==> config.mk <==
export PLATFORM = sky130hd
export DESIGN_NAME = sonic_block_sync
export DESIGN_NICKNAME = d
export VERILOG_FILES = /design/src/rtl/sonic_pcs_pkg.sv /design/src/rtl/sonic_block_sync.sv
export SDC_FILE = /design/constraint.sdc
export NUM_CORES = 1
export LEC_CHECK = 0
export ABC_CLOCK_PERIOD_IN_PS = 2800
export BUFFER_PORTS_ARGS = -buffer_cell sky130_fd_sc_hd__buf_2
export CORE_MARGIN = 2
export CORE_UTILIZATION = 30
export DETAILED_ROUTE_END_ITERATION = 8
export GPL_TIMING_DRIVEN = 0
export RECOVER_POWER = 25
export REMOVE_ABC_BUFFERS = 1
export SYNTH_ARGS = -nofsm -noshare
export SYNTH_HDL_FRONTEND = slang
export SYNTH_SLANG_ARGS = --single-unit
==> constraint.sdc <==
create_clock -name clk_in -period 2.8 [get_ports clk_in]
set_clock_uncertainty 0.15 [all_clocks]
set_input_delay 0.14 -clock clk_in [delete_from_list [all_inputs] [get_ports clk_in]]
set_output_delay 0.14 -clock clk_in [all_outputs]
set_load 0.01 [all_outputs]
==> src/rtl/sonic_pcs_pkg.sv <==
// Shared types and helpers for the SONIC PCS receive path.
package sonic_pcs_pkg;

    typedef enum logic [2:0] {
        LOCK_INIT,
        RESET_CNT,
        TEST_SH,
        SLIP,
        SLIP_WAIT
    } bs_state_t;

    localparam logic [1:0] SH_DATA = 2'b01;
    localparam logic [1:0] SH_CTRL = 2'b10;

    function automatic logic sh_is_valid(input logic [1:0] sh);
        return (sh == SH_DATA) || (sh == SH_CTRL);
    endfunction

endpackage

==> src/rtl/sonic_block_sync.sv <==
// 66-bit block synchronizer: 10GBASE-R style lock FSM driving gearbox slip
// requests and a block-lock indication, with a 1-cycle registered datapath.
module sonic_block_sync
    import sonic_pcs_pkg::*;
#(
    parameter int unsigned SH_CNT_MAX = 64,
    parameter int unsigned INVLD_MAX  = 16,
    parameter int unsigned SLIP_WAIT  = 4
) (
    input  logic        clk_in,
    input  logic        rst_in,
    input  logic        xcvr_rx_ready,
    input  logic [65:0] data_in,
    input  logic        data_valid,
    output logic [65:0] data_out,
    output logic        data_out_valid,
    output logic        slip,
    output logic        lock,
    output logic [15:0] lock_loss_cnt
);

    localparam int unsigned SHW = $clog2(SH_CNT_MAX + 1);
    localparam int unsigned IVW = $clog2(INVLD_MAX + 1);
    localparam int unsigned WTW = $clog2(SLIP_WAIT + 1);

    bs_state_t      r_state;
    logic [SHW-1:0] r_sh_cnt;
    logic [IVW-1:0] r_invld_cnt;
    logic [WTW-1:0] r_wait_cnt;
    logic           r_lock;
    logic [15:0]    r_loss_cnt;
    logic [65:0]    r_data;
    logic           r_data_valid;

    bs_state_t      w_state_nxt;
    logic [SHW-1:0] w_sh_nxt;
    logic [IVW-1:0] w_invld_nxt;
    logic [WTW-1:0] w_wait_nxt;
    logic           w_lock_nxt;
    logic           w_loss_evt;
    logic           w_sh_ok;
    logic [SHW-1:0] w_sh_inc;
    logic [IVW-1:0] w_invld_inc;

    assign w_sh_ok     = sh_is_valid(data_in[1:0]);
    assign w_sh_inc    = r_sh_cnt + 1'b1;
    assign w_invld_inc = r_invld_cnt + {{(IVW-1){1'b0}}, ~w_sh_ok};

    always_ff @(posedge clk_in) begin
        if (rst_in) begin
            r_state      <= LOCK_INIT;
            r_sh_cnt     <= '0;
            r_invld_cnt  <= '0;
            r_wait_cnt   <= '0;
            r_lock       <= 1'b0;
            r_loss_cnt   <= '0;
            r_data       <= '0;
            r_data_valid <= 1'b0;
        end else begin
            r_state      <= w_state_nxt;
            r_sh_cnt     <= w_sh_nxt;
            r_invld_cnt  <= w_invld_nxt;
            r_wait_cnt   <= w_wait_nxt;
            r_lock       <= w_lock_nxt;
            r_data       <= data_in;
            r_data_valid <= data_valid;
            if (w_loss_evt && (r_loss_cnt != '1)) begin
                r_loss_cnt <= r_loss_cnt + 16'd1;
            end
        end
    end

    // The SLIP_WAIT parameter shadows the enum member, so the state is scoped.
    always_comb begin
        w_state_nxt = r_state;
        w_sh_nxt    = r_sh_cnt;
        w_invld_nxt = r_invld_cnt;
        w_wait_nxt  = r_wait_cnt;
        w_lock_nxt  = r_lock;
        w_loss_evt  = 1'b0;
        if (!xcvr_rx_ready) begin
            w_state_nxt = LOCK_INIT;
            w_lock_nxt  = 1'b0;
            w_loss_evt  = r_lock;
        end else begin
            case (r_state)
                LOCK_INIT: begin
                    w_lock_nxt  = 1'b0;
                    w_state_nxt = RESET_CNT;
                end
                RESET_CNT: begin
                    w_sh_nxt    = '0;
                    w_invld_nxt = '0;
                    w_state_nxt = TEST_SH;
                end
                TEST_SH: begin
                    if (data_valid) begin
                        w_sh_nxt    = w_sh_inc;
                        w_invld_nxt = w_invld_inc;
                        if (!r_lock) begin
                            if (!w_sh_ok) begin
                                w_state_nxt = SLIP;
                            end else if (w_sh_inc == SHW'(SH_CNT_MAX)) begin
                                w_lock_nxt  = 1'b1;
                                w_state_nxt = RESET_CNT;
                            end
                        end else begin
                            if (w_invld_inc == IVW'(INVLD_MAX)) begin
                                w_lock_nxt  = 1'b0;
                                w_loss_evt  = 1'b1;
                                w_state_nxt = SLIP;
                            end else if (w_sh_inc == SHW'(SH_CNT_MAX)) begin
                                w_state_nxt = RESET_CNT;
                            end
                        end
                    end
                end
                SLIP: begin
                    w_lock_nxt  = 1'b0;
                    w_wait_nxt  = WTW'(SLIP_WAIT);
                    w_state_nxt = sonic_pcs_pkg::SLIP_WAIT;
                end
                sonic_pcs_pkg::SLIP_WAIT: begin
                    if (data_valid) begin
                        w_wait_nxt = r_wait_cnt - 1'b1;
                        if (r_wait_cnt <= WTW'(1)) begin
                            w_state_nxt = RESET_CNT;
                        end
                    end
                end
                default: w_state_nxt = LOCK_INIT;
            endcase
        end
    end

    always_comb begin
        slip           = (r_state == SLIP) && xcvr_rx_ready;
        lock           = r_lock;
        lock_loss_cnt  = r_loss_cnt;
        data_out       = r_data;
        data_out_valid = r_data_valid;
    end

endmodule
==> impl_results.md <==
- Bufs on Longest Clock Path: 2
- Total die area: 14000 um2
- Worst slack at placement: -0.163 ns
- Slowest CP cell: nor4_1
- Worst hold endpoint: r_wait_cnt[2]$_SDFFE_PP0P_
- Hold path depth: 3
- Setup TNS: 0 ns
- Initial Util: 30.9%
- Leakage: 2.35 nW
- Row count: 41
- Sequential area share after synthesis: 52.1%
- First-pass GRT wire length: 16.4 mm
- Multi-input gate area: 1750 um2
- Avg Inst Size Synth: 9.65 um2
- Most used cell, CP: ha_1
- Flip-flop and latch area: 2040 um2
- Via-to-Cell Ratio: 4.55
- Synthesized flop and latch total: 102
- RSZ-0062 raised after global routing: false
- CTS tree: yes
- PortBufs: 154
- CP Class: register to register
- Minimum clock period: 2.65 ns
- Fillers: 1238
- CTS Buf Count: 9
- WP data required: 2.90 ns
- Synth top area cells: dfxtp_1, nor2b_1, nor2_1
- # Max-Cap Violations: 0
- Via count: 3621
- CP delay by family, top: simple AND/OR/NAND/NOR gates
- GRT Residual Overflow: 0
- Mapped Area: 3920 um2
- Commonest non-fill, non-tap cell in the layout: buf_2
- Worst-path clk slew: 0.07 ns
- Die Wd: 118 um
- Maximum VDD drop: 0.252 mV
- R2r startpoint: r_invld_cnt[0]$_SDFFE_PP0P_
- CP Data Arrival Time: 2.75 ns
- Crit share post-route: 94.7%
- Area Overhead vs Synth: 46.6%
- Type of origin of the critical path: register
- Vias in the first global route: 3446
- Clock Root Buffer: clkbuf_16
- Sum of buffers and inverters on the critical path: 0
- Synth area leader: dfxtp_1
- Post-route ant nets: 0
- Ys flop type: dfxtp_1
- Worst r2r dst: lock_loss_cnt[13]$_SDFFE_PP0P_
- Mapped Cells: 406
- I/O pins: 155
- Height of the die: 118 um
- WL final: 10.3 mm
- Crit-path max FO: 23
- Synth cell types: 56
- Pwr dens: 529 nW/um2
- Initial antenna violation count: 0
- Total power: 3.04 mW
- Layout Nets: 695
- Fmax: 0.377 GHz
- Starting DRT DRC Count: 229
- Crit. End Element: register
- Hold Violations, Final: 0
- Final WS setup: 0.147 ns
- N_diodes: 0
- Hold_sp: xcvr_rx_ready
- Finished Layout Cells: 796
- First-pass DRT Iterations: 4
- Gr usage total: 14.4%
- Hpwl dp: 6.43 mm
- Most frequent cells in the layout: buf_2, dfxtp_1, nor2b_1, dlygate4sd3_1, clkbuf_1
- Clock sink count: 102
- Final setup violation count: 0
- Slew @ Worst Pin: 0.775 ns
- HP Class: primary input to register
- Post-synth ARST share: 0%
- Status: complete, no violations
- Reg2Reg Setup Slack: 0.15 ns
- Skew-Pair Late Insertion Delay: 0.35 ns
- H-Tree Depth: 3
- Placed cells: 713
- Routed WL per cell: 12.9 um
- CP max stage delay: 0.37 ns
- Warnings, synthesis: 0
- EDFF count, synth: 0
- Reg2Reg Depth: 7
- Largest net degree at the start of global routing: 98
- Worst Hold Slack: 0.0144 ns
- RePlAce Congestion: 0.791
- Slew margin rel.: 48.1%
- Core area: 12700 um2
- Remaining DRCs: 0
- Yosys top cell area share: 52.1%
- Crit path cell chain: ha_1 -> ha_1 -> or2_2 -> nor4_2 -> a21oi_4 -> nor4_1 -> mux2_2
- Share of cells above drive strength 1: 23.2%
- Fin. max-slew vios: 0
-- area by class of cell --
| class | instances | share of cell area [%] |
|---|---|---|
| Sequential cell | 102 | 35.6 |
| Inverter | 8 | 0.523 |
| Clock inverter | 7 | 1.15 |
| Tap cell | 172 | 3.75 |
| Timing Repair Buffer | 222 | 24.6 |
| Clock buffer | 9 | 3.92 |
| Multi-Input combinational cell | 276 | 30.5 |
-- metrics by stage --
stage | util, % | area (um2)
after floorplan | - | 3810
after global placement | 37.8 | 4800
after detailed placement | 38.1 | 4830
after CTS | 45.7 | 5790
after global routing | 45.3 | 5740
final | 45.3 | 5740
-- power by group --
group / switching (mW) / internal (mW) / leakage, nW
Combinational: 0.137 / 0.165 / 1.36
Clock: 0.594 / 0.623 / 0.141
Sequential: 0.0174 / 1.50 / 0.841
Total: 0.748 / 2.29 / 2.35
-- cells by family (layout without fill, tap and decap cells) --
family | Yosys count | count (layout) | synth area share (%)
xor+xnor | 2 | 2 | 0.447
compound gates | 61 | 61 | 9.96
simple gates | 198 | 198 | 29.5
flops | 102 | 102 | 52.1
mux | 9 | 9 | 2.52
fa+ha+maj | 6 | 6 | 1.92
buf+inv | 28 | 246 | 3.54
-- worst max-delay path by stage --
stage | start | to | slack [ns] | cells past startpoint
after floorplan | data_in[1] | lock_loss_cnt[13]$_SDFFE_PP0P_ | 0.34 | 8
after global placement | data_in[1] | lock_loss_cnt[15]$_SDFFE_PP0P_ | -0.14 | 9
after global routing | r_invld_cnt[0]$_SDFFE_PP0P_ | lock_loss_cnt[13]$_SDFFE_PP0P_ | 0.07 | 7
final | r_invld_cnt[0]$_SDFFE_PP0P_ | lock_loss_cnt[13]$_SDFFE_PP0P_ | 0.15 | 7
after detailed placement | data_in[1] | lock_loss_cnt[15]$_SDFFE_PP0P_ | -0.16 | 9
after CTS | r_invld_cnt[0]$_SDFFE_PP0P_ | lock_loss_cnt[15]$_SDFFE_PP0P_ | 0.009 | 7
-- synthesized netlist by cell type (2+ instances only) --
library cell	n
a211o_1	2
a211oi_1	2
a21o_1	3
a21oi_1	20
a22oi_1	3
a31oi_1	3
and2b_1	2
and3_1	3
buf_2	2
buf_6	3
clkbuf_1	13
dfxtp_1	102
ha_1	6
inv_1	8
mux2_2	7
mux2i_1	2
nand2_1	17
nand2b_1	6
nand2b_4	2
nand3_1	16
nand3b_1	4
nand4_1	4
nor2_1	34
nor2b_1	78
nor3_1	7
o2111ai_1	2
o211ai_1	3
o21ai_0	11
o31ai_1	3
or3_1	6
or4_1	7
-- routing by layer --
layer	routed length, um	share of wire (%)	vias to the layer above	track usage (%)
li1	-	-	1813	-
met1	4470	43	1679	16.9
met2	5040	49	113	24.7
met3	617	6.0	16	4.20
met4	174	1.7	0	5.65
met5	0	0	-	0
-- worst reg2reg max path, stage by stage (launching register included) --
cell and delay [ns]:
dfxtp_1 0.31, ha_1 0.23, ha_1 0.34, or2_2 0.31, nor4_2 0.23, a21oi_4 0.23, nor4_1 0.38, mux2_2 0.37
-- flip-flops by register name, summed over array words and instances (netlist names) --
register and flops:
lock_loss_cnt 16, r_wait_cnt 3, data_out 66, r_sh_cnt 7, r_state 3, r_invld_cnt 5
data_out_valid 1, lock 1
-- what timing repair did --
action,in CTS,in global routing
hold buffers,67,0
gates resized for setup,0,1
buffers inserted,0,0
endpoints found under the setup margin,0,3
hold endpoints to repair,71,0
Note: power is estimated with default switching activity, not from simulation.
